## src/rtl/nes_pkg.sv

```systemverilog
// Shared types and constants for the NES joypad reader: FSM states,
// button bit positions in the key byte and default pad timing.
package nes_pkg;

    localparam int unsigned DEF_CLK_HALF    = 300;
    localparam int unsigned DEF_POLL_PERIOD = 833333;

    localparam int unsigned KEY_W   = 8;
    localparam int unsigned BIT_IDX_W = $clog2(KEY_W);

    localparam int unsigned BTN_A      = 0;
    localparam int unsigned BTN_B      = 1;
    localparam int unsigned BTN_SELECT = 2;
    localparam int unsigned BTN_START  = 3;
    localparam int unsigned BTN_UP     = 4;
    localparam int unsigned BTN_DOWN   = 5;
    localparam int unsigned BTN_LEFT   = 6;
    localparam int unsigned BTN_RIGHT  = 7;

    typedef enum logic [2:0] {
        ST_IDLE,
        ST_LATCH,
        ST_SETTLE,
        ST_CLK_LO,
        ST_CLK_HI,
        ST_DONE
    } state_t;

endpackage

```

## src/rtl/sync_2ff.sv

```systemverilog
// Two-flop synchronizer for an asynchronous pad input; resets to the
// released (high) level so an idle pad reads as "nothing pressed".
module sync_2ff (
    input  logic clk,
    input  logic reset,
    input  logic d,
    output logic q
);

    logic meta;

    always_ff @(posedge clk or posedge reset) begin
        if (reset) begin
            meta <= 1'b1;
            q    <= 1'b1;
        end else begin
            meta <= d;
            q    <= meta;
        end
    end

endmodule

```

## src/rtl/joypad_reader.sv

```systemverilog
// Polls two NES pads over a shared latch/clock pair and publishes the button bytes.
// Optional JOYPAD_DEBOUNCE_EN: a pad's keys only update when two consecutive reads agree.
module joypad_reader
    import nes_pkg::*;
#(
    parameter int unsigned CLK_HALF    = DEF_CLK_HALF,
    parameter int unsigned POLL_PERIOD = DEF_POLL_PERIOD
) (
    input  logic       clk,
    input  logic       reset,
    input  logic       poll_req,
    input  logic       pad_data_p1,
    input  logic       pad_data_p2,
    output logic       pad_latch,
    output logic       pad_clk,
    output logic [7:0] keys_p1,
    output logic [7:0] keys_p2,
    output logic       keys_valid,
    output logic       busy
);

    localparam int unsigned CNT_MAX = (POLL_PERIOD > 2 * CLK_HALF) ? POLL_PERIOD : 2 * CLK_HALF;
    localparam int unsigned CNT_W   = $clog2(CNT_MAX + 1);

    localparam logic [CNT_W-1:0] IDLE_LAST  = CNT_W'(POLL_PERIOD - 1);
    localparam logic [CNT_W-1:0] LATCH_LAST = CNT_W'(2 * CLK_HALF - 1);
    localparam logic [CNT_W-1:0] HALF_LAST  = CNT_W'(CLK_HALF - 1);
    localparam logic [BIT_IDX_W-1:0] LAST_BIT = BIT_IDX_W'(BTN_RIGHT);

    state_t                 state;
    state_t                 state_n;
    logic [CNT_W-1:0]       cnt;
    logic [BIT_IDX_W-1:0]   bit_idx;
    logic                   pending;
    logic                   sample_c;
    logic [KEY_W-1:0]       shift_p1;
    logic [KEY_W-1:0]       shift_p2;
    logic                   data_p1_s;
    logic                   data_p2_s;

    sync_2ff u_sync_p1 (
        .clk   (clk),
        .reset (reset),
        .d     (pad_data_p1),
        .q     (data_p1_s)
    );

    sync_2ff u_sync_p2 (
        .clk   (clk),
        .reset (reset),
        .d     (pad_data_p2),
        .q     (data_p2_s)
    );

    // State register
    always_ff @(posedge clk or posedge reset) begin
        if (reset) begin
            state <= ST_IDLE;
        end else begin
            state <= state_n;
        end
    end

    // Next state and sample strobe; every phase ends when cnt hits its last value
    always_comb begin
        state_n  = state;
        sample_c = 1'b0;
        unique case (state)
            ST_IDLE: begin
                if (poll_req || pending || (cnt == IDLE_LAST)) begin
                    state_n = ST_LATCH;
                end
            end
            ST_LATCH: begin
                if (cnt == LATCH_LAST) begin
                    state_n = ST_SETTLE;
                end
            end
            ST_SETTLE: begin
                if (cnt == HALF_LAST) begin
                    sample_c = 1'b1;
                    state_n  = ST_CLK_LO;
                end
            end
            ST_CLK_LO: begin
                if (cnt == HALF_LAST) begin
                    state_n = ST_CLK_HI;
                end
            end
            ST_CLK_HI: begin
                if (cnt == HALF_LAST) begin
                    sample_c = 1'b1;
                    state_n  = (bit_idx == LAST_BIT) ? ST_DONE : ST_CLK_LO;
                end
            end
            ST_DONE: begin
                state_n = ST_IDLE;
            end
            default: begin
                state_n = ST_IDLE;
            end
        endcase
    end

    // Phase counter, pending request, pad strobes and shift bytes
    always_ff @(posedge clk or posedge reset) begin
        if (reset) begin
            cnt       <= '0;
            bit_idx   <= '0;
            pending   <= 1'b0;
            pad_latch <= 1'b0;
            pad_clk   <= 1'b1;
            busy      <= 1'b0;
            shift_p1  <= '0;
            shift_p2  <= '0;
        end else begin
            cnt       <= (state_n != state) ? '0 : cnt + 1'b1;
            pad_latch <= (state_n == ST_LATCH);
            pad_clk   <= (state_n != ST_CLK_LO);
            busy      <= (state_n != ST_IDLE);

            if (state == ST_IDLE) begin
                if (state_n == ST_LATCH) begin
                    pending <= 1'b0;
                end
            end else if (poll_req) begin
                pending <= 1'b1;
            end

            // bit_idx wraps 7 -> 0 after the last sample, ready for the next poll
            if (sample_c) begin
                shift_p1[bit_idx] <= ~data_p1_s;
                shift_p2[bit_idx] <= ~data_p2_s;
                bit_idx           <= bit_idx + 1'b1;
            end
        end
    end

`ifdef JOYPAD_DEBOUNCE_EN
    logic [KEY_W-1:0] raw_p1;
    logic [KEY_W-1:0] raw_p2;

    // Publish a pad only when this read matches the previous one
    always_ff @(posedge clk or posedge reset) begin
        if (reset) begin
            raw_p1     <= '0;
            raw_p2     <= '0;
            keys_p1    <= '0;
            keys_p2    <= '0;
            keys_valid <= 1'b0;
        end else begin
            keys_valid <= 1'b0;
            if (state == ST_DONE) begin
                raw_p1     <= shift_p1;
                raw_p2     <= shift_p2;
                keys_valid <= (shift_p1 == raw_p1) || (shift_p2 == raw_p2);
                if (shift_p1 == raw_p1) begin
                    keys_p1 <= shift_p1;
                end
                if (shift_p2 == raw_p2) begin
                    keys_p2 <= shift_p2;
                end
            end
        end
    end
`else
    // Publish both pads on every completed poll
    always_ff @(posedge clk or posedge reset) begin
        if (reset) begin
            keys_p1    <= '0;
            keys_p2    <= '0;
            keys_valid <= 1'b0;
        end else begin
            keys_valid <= (state == ST_DONE);
            if (state == ST_DONE) begin
                keys_p1 <= shift_p1;
                keys_p2 <= shift_p2;
            end
        end
    end
`endif

endmodule
```

## config.mk

```make
export PLATFORM = sky130hd
export DESIGN_NAME = joypad_reader
export DESIGN_NICKNAME = d
export VERILOG_FILES = /design/src/rtl/nes_pkg.sv /design/src/rtl/sync_2ff.sv /design/src/rtl/joypad_reader.sv
export SDC_FILE = /design/constraint.sdc
export NUM_CORES = 1
export LEC_CHECK = 0
export ABC_CLOCK_PERIOD_IN_PS = 2700
export CAP_MARGIN = 20
export CORE_MARGIN = 4
export CORE_UTILIZATION = 30
export DETAILED_ROUTE_END_ITERATION = 10
export SLEW_MARGIN = 20
export SYNTH_ARGS = -nofsm -noshare
export SYNTH_HDL_FRONTEND = slang
export SYNTH_SLANG_ARGS = --single-unit
```

## constraint.sdc

```tcl
create_clock -name clk -period 2.7 [get_ports clk]
set_input_delay 0.405 -clock clk [delete_from_list [all_inputs] [get_ports clk]]
set_output_delay 0.405 -clock clk [all_outputs]
set_load 0.05 [all_outputs]
```

---- Yosys cells after proc, flatten, opt, wreduce, memory -nomap -nowiden ----
Cells that the tools add are included.
word-level totals
  word-level logic and storage cells ...... 60
  input bits .............................. 5
  output and inout port bits .............. 20
  register bits after elaboration ......... 67
cells by class
  muxes and demuxes ....................... 17
  $add $sub $neg .......................... 2
  magnitude comparators ................... 2
  equality and inequality tests ........... 13
  bitwise gates (word level) .............. 2
  reduce and logical (&&, ||, !) cells .... 8
operators with widths
  operator                                                                              number
  20-bit by 1-bit adder with 20-bit output (second input constant)                      1
  20-bit by 10-bit equality test with 1-bit output (second input constant)              1
  20-bit equality test (second input constant)                                          1
  20-bit by 9-bit equality test with 1-bit output (second input constant)               1
  20-bit 2-to-1 mux                                                                     1
  3-bit 2-to-1 mux                                                                      6
  8-bit bitwise mux                                                                     2
  3-bit case mux with 5 select lines                                                    1
  3-bit equality test (second input constant)                                           3
  3-bit by 1-bit equality test with 1-bit output (second input constant)                2
  3-bit by 2-bit equality test with 1-bit output (second input constant)                2
  1-bit 2-to-1 mux                                                                      6
  3-bit by 4-bit < comparator with 1-bit output (second input constant)                 1
  3-bit by 1-bit adder with 3-bit output (second input constant)                        1
  1-bit demux with 3-bit select                                                         1
  3-bit by 1-bit greater-or-equal comparator with 1-bit output (second input constant)  1
  3-bit logical NOT                                                                     1
  3-bit by 2-bit != test with 1-bit output (second input constant)                      1
  3-bit != test                                                                         1
  3-bit nonzero test                                                                    1
  1-bit logical OR                                                                      2
  2-bit != test (second input constant)                                                 1
  1-bit NOT                                                                             2
  2-bit AND reduction                                                                   1
  other kinds (3)                                                                       3

---- Longest topological paths before layout ----
  depth after elaboration ................. 7
  gate-level depth with buffers ........... 8
  mapped depth without buffers ............ 7

---- By module ----
A second synthesis with hierarchy kept.
second synthesis, totals
  cell total of the unflattened synthesis .. 289
  area total of the unflattened synthesis .. 3,051.7 um^2
by module, submodules not included
  module         sequential area each (um^2)  times used  area an instance (um^2)  cells an instance
  joypad_reader  1,577.8                      1           2,939.1                  283
  sync_2ff       52.6                         2           56.3                     3

---- Worst setup path after synthesis ----
Ideal clock, no wire load.
  path kind ............................... register to register
  start ................................... reg cnt[0]
  end ..................................... reg cnt[18]
  path slack .............................. 282 ps
  data arrival time ....................... 2,291 ps
  clock period less this slack ............ 2,418 ps
  buffers on the path ..................... 1
  library setup time ...................... 128 ps
  cell stages (with the launch flop) ...... 8
  required time ........................... 2,572 ps
  cell sequence ........................... dfrtp_1 ha_1 or4b_4 or4_4 o41a_1 buf_6 o211ai_2 o22ai_1
between the ends
  longest elaborated chain between the ends .. 6
  elaborated cells on any way between the ends .. 13
  those cells by class .................... 1 x add/sub; 4 x eq/ne; 7 x mux; 1 x reduce/logical
ends and longest elaborated chain
  element                             RTL line              source
  start: declaration                  joypad_reader.sv:32   logic [CNT_W-1:0] cnt;
  start signal: assignment            joypad_reader.sv:117  cnt <= (state_n != state) ? '0 : cnt + 1'b1;
  20-bit equality test                joypad_reader.sv:70   if (poll_req || pending || (cnt == IDLE_LAST)) begin
  1-bit logical OR                    joypad_reader.sv:70
  3-bit 2-to-1 mux                    joypad_reader.sv:70
  3-bit case mux with 5 select lines  joypad_reader.sv:68   unique case (state)
  3-bit != test                       joypad_reader.sv:117
  20-bit 2-to-1 mux (*)               joypad_reader.sv:117
Every way passes the cells marked *; elsewhere a longest branch is shown, timed or not.
A chain may end at the register's enable or synchronous reset.

---- Worst setup path in the final report ----
  start ................................... reg cnt[1]
  end ..................................... reg cnt[18]
The elaborated chain is that of the path after synthesis.

==> flow_metrics.env <==
export IMPL_status="completed"
export IMPL_grt_pass1_vias=2756
export IMPL_pwr_density_cell_nw_per_um2=471.5
export IMPL_power_internal_w=0.001469
export IMPL_combPwrFrac_pct=1.6
export IMPL_r2r_cells=7
export IMPL_grt_pass1_wl_mm=13.08
export IMPL_peakVddDrop_mv=0.2194
export IMPL_portBuffers=24
export IMPL_final_layout_size_suffix_gt1_share_pct=15.86
export IMPL_ys_flop_type="dfrtp_1"
export IMPL_drt_pre_antenna_iters=4
export IMPL_cts_resized=0
export IMPL_postLayoutCellArea_sq_um=4033
export IMPL_wl_met2_mm=3.538
export IMPL_wl_met1_mm=3.556
export IMPL_core_area_sq_um=10890
export IMPL_rrSetupSlack_ns=0.18
export IMPL_cp_max_fo=9
export IMPL_grt_remaining_overflow=0
export IMPL_die_x_um=113.7
export IMPL_drt_iter0_drc=174
export IMPL_cap_violations=0
export IMPL_syn_area_sq_um=3353
export IMPL_synth_edf_count=0
export IMPL_synthArstFlopShare_pct=100.0
export IMPL_fmax_mhz=396.6
export IMPL_synthTopCellsByArea="dfrtp_1 (46%), nand2_1 (6.8%), o21ai_0 (5.4%), dfstp_2 (3.9%), o2bb2ai_1 (3.9%)"
export IMPL_ys_ff_latch=67
export IMPL_num_rows=38
export IMPL_cts_sinks=67
export IMPL_cp_slowest_stage_delay_ns=0.56
export IMPL_hpwl_mm=5.377
export IMPL_maxSlewHeadroom_pct=60.80
export IMPL_sequentialPowerShare_pct=53.3
export IMPL_post_cts_buffers=0
export IMPL_wl_per_cell_um=14.17
export IMPL_synthCells=351
export IMPL_antennaDiodeCount=0
export IMPL_switchingPower_w=0.0004327
export IMPL_worst_pin_slew_ns=0.5880
export IMPL_viasPerCell=5.119
export IMPL_p_leak_nw=1.696
export IMPL_cts_root_buf="clkbuf_8"
export IMPL_timing_setup_tns_ns=0
export IMPL_start_util_pct=30.80
export IMPL_dieArea_sq_um=12930
export IMPL_setup_viol=0
export IMPL_slew_viol_final=0
export IMPL_top_layer="met4"
export IMPL_worstPathRequired_ns=2.93
export IMPL_cts_made_buffers=9
export IMPL_ios=25
export IMPL_finalCriticalPeriod_ns=2.521
export IMPL_endpoint_kind="flip-flop"
export IMPL_dpl_cell_area_sq_um=3830
export IMPL_cts_tree="done"
export IMPL_route_met3_wl_um=272
export IMPL_num_vias=2718
export IMPL_grt_start_max_net_pins=35
export IMPL_slowest_stage="or4_4"
export IMPL_hp_class="in2async"
export IMPL_p_sw_share_pct=22.76
export IMPL_crit_type="reg2reg"
export IMPL_nFillCells=1079
export IMPL_final_nets=395
export IMPL_syn_to_final_growth_pct=20.26
export IMPL_finalHoldViolations=0
export IMPL_cts_hold_buf=0
export IMPL_synth_fp_nets=360
export IMPL_synth_largest_area_cell="dfrtp_1"
export IMPL_synth_top_cell_area_share_pct=46.27
export IMPL_clkPwrFrac_pct=45.2
export IMPL_rsz0062_at_grt="false"
export IMPL_yosys_warnings=0
export IMPL_fin_skew_ns=0.009604
export IMPL_htreeDepth=3
export IMPL_crit_chain="ha_1 > or4b_4 > or4_4 > o41a_1 > buf_4 > o211ai_2 > o22ai_1"
export IMPL_place_ws_ns=0.1979
export IMPL_grt_use_total_pct=12.53
export IMPL_insertion_delay_ns=0.36
export IMPL_die_h_um=113.7
export IMPL_setup_slack_ns=0.1787
export IMPL_path_clk_slew_ns=0.08
export IMPL_antenna_found_initial=0
export IMPL_arrival_ns=2.76
export IMPL_syn_area_per_cell_sq_um=9.553
export IMPL_drc=0
export IMPL_crit_path_start_kind="flip-flop"
export IMPL_ys_types=47
export IMPL_wl_mm=7.522
export IMPL_ys_seq_area_share_pct=50.19
export IMPL_gp_congestion=0.8718
export IMPL_clockBufferDepth=2
export IMPL_period_share_pct=93.38
export IMPL_final_antenna_net_count=0
[worst paths after layout]
kind / startpoint / endpoint
setup / recovery: cnt[1] / cnt[18]
hold / removal: reset / keys_p2[2]
setup reg to reg: cnt[1] / cnt[18]
hold reg to reg: u_sync_p1.meta / u_sync_p1.q
max in group asynchronous: reset / pad_clk
min in group clk: u_sync_p1.meta / u_sync_p1.q
[layout by cell type, fill, tap and decap left out, types with 3 or more instances in the layout]
cell / n
nand2b_1: 5
or2_0: 3
buf_4: 16
clkbuf_8: 10
o211ai_2: 4
or3_1: 3
and4_1: 3
ha_1: 4
nor3_1: 11
dfrtp_1: 62
o21ai_0: 36
nand3_1: 25
xnor2_1: 7
xor2_1: 7
nand2_1: 61
o22ai_1: 5
nor4_1: 6
nand4_1: 7
inv_1: 11
nor2_1: 8
dfstp_2: 5
nand4b_1: 3
o2bb2ai_1: 15
a21oi_1: 5
a31oi_1: 3
clkdlybuf4s50_1: 24
or2_2: 9
[registers in the layout (all words and copies together), names as in the netlist, 3 cells and up]
register and cells:
bit_idx 3, cnt 20, keys_p1 8, keys_p2 8
shift_p1 8, shift_p2 8, state 3
[power groups by stage]
stage | Sequential (W) | Combinational (W) | Clock [W]
floorplan | 0.00103 | 0.0000146 | 0
finish | 0.00101 | 0.0000300 | 0.000859
detailed placement | 0.00103 | 0.0000322 | 0
global route | 0.00101 | 0.0000356 | 0.000933
CTS | 0.00101 | 0.0000320 | 0.000879
global placement | 0.00103 | 0.0000310 | 0
[through the flow]
stage	total power, W	util (%)	hold slack, ns	cells
after floorplan	0.001045	-	0.3452	351
after CTS	0.001923	37.04	0.3204	531
final	0.001901	37.04	0.3201	531
after global placement	0.001063	35.18	0.3455	515
after global routing	0.001981	37.04	0.3404	531
after detailed placement	0.001064	35.18	0.3505	515
[cell usage after synthesis, types with 6 or more instances]
cell type   n
clkbuf_1   11
dfrtp_1    62
nor4_1      6
or2_2       9
xnor2_1     7
nand3_1    25
nor2_1      8
inv_1      12
o2bb2ai_1  15
o21ai_0    36
xor2_1      7
nor3_1     12
nand4_1     7
nand2_1    61
[kinds of logic after synthesis]
kind of cell	synth area share (%)
AND/OR/NAND/NOR	24.48
adder cells (fa/ha/maj)	1.493
buffers and inverters	3.955
multiplexers	0.6716
flip-flops	50.19
XOR/XNOR	3.657
AO/OA/AOI/OAI	15.56
[final cells by class]
cell class / count / area [sq um] / share of cell area [%]
flip-flops and latches: 67 / 1683 / 41.73
inverters: 13 / 48.80 / 1.210
clock buffers: 10 / 137.6 / 3.413
multi-input cells: 254 / 1543 / 38.26
clock inverters: 6 / 65.06 / 1.613
repair buffers: 41 / 380.4 / 9.432
well taps: 140 / 175.2 / 4.344
[worst max-delay path, delay by kind of cell, from the launching register on]
family | cells | cell delay, ns
adder cells (fa/ha/maj) | 1 | 0.22
buffers and inverters | 1 | 0.19
flip-flops | 1 | 0.40
AO/OA/AOI/OAI | 3 | 0.51
AND/OR/NAND/NOR | 2 | 1.08
[per-layer routing]
| metal | track usage, % | vias up |
|---|---|---|
| li1 | - | 1335 |
| met1 | 16.37 | 1317 |
| met2 | 19.59 | 53 |
| met3 | 3.077 | 13 |
| met4 | 5.769 | 0 |
| met5 | 0 | - |
Note: power is estimated with default switching activity, not from simulation.
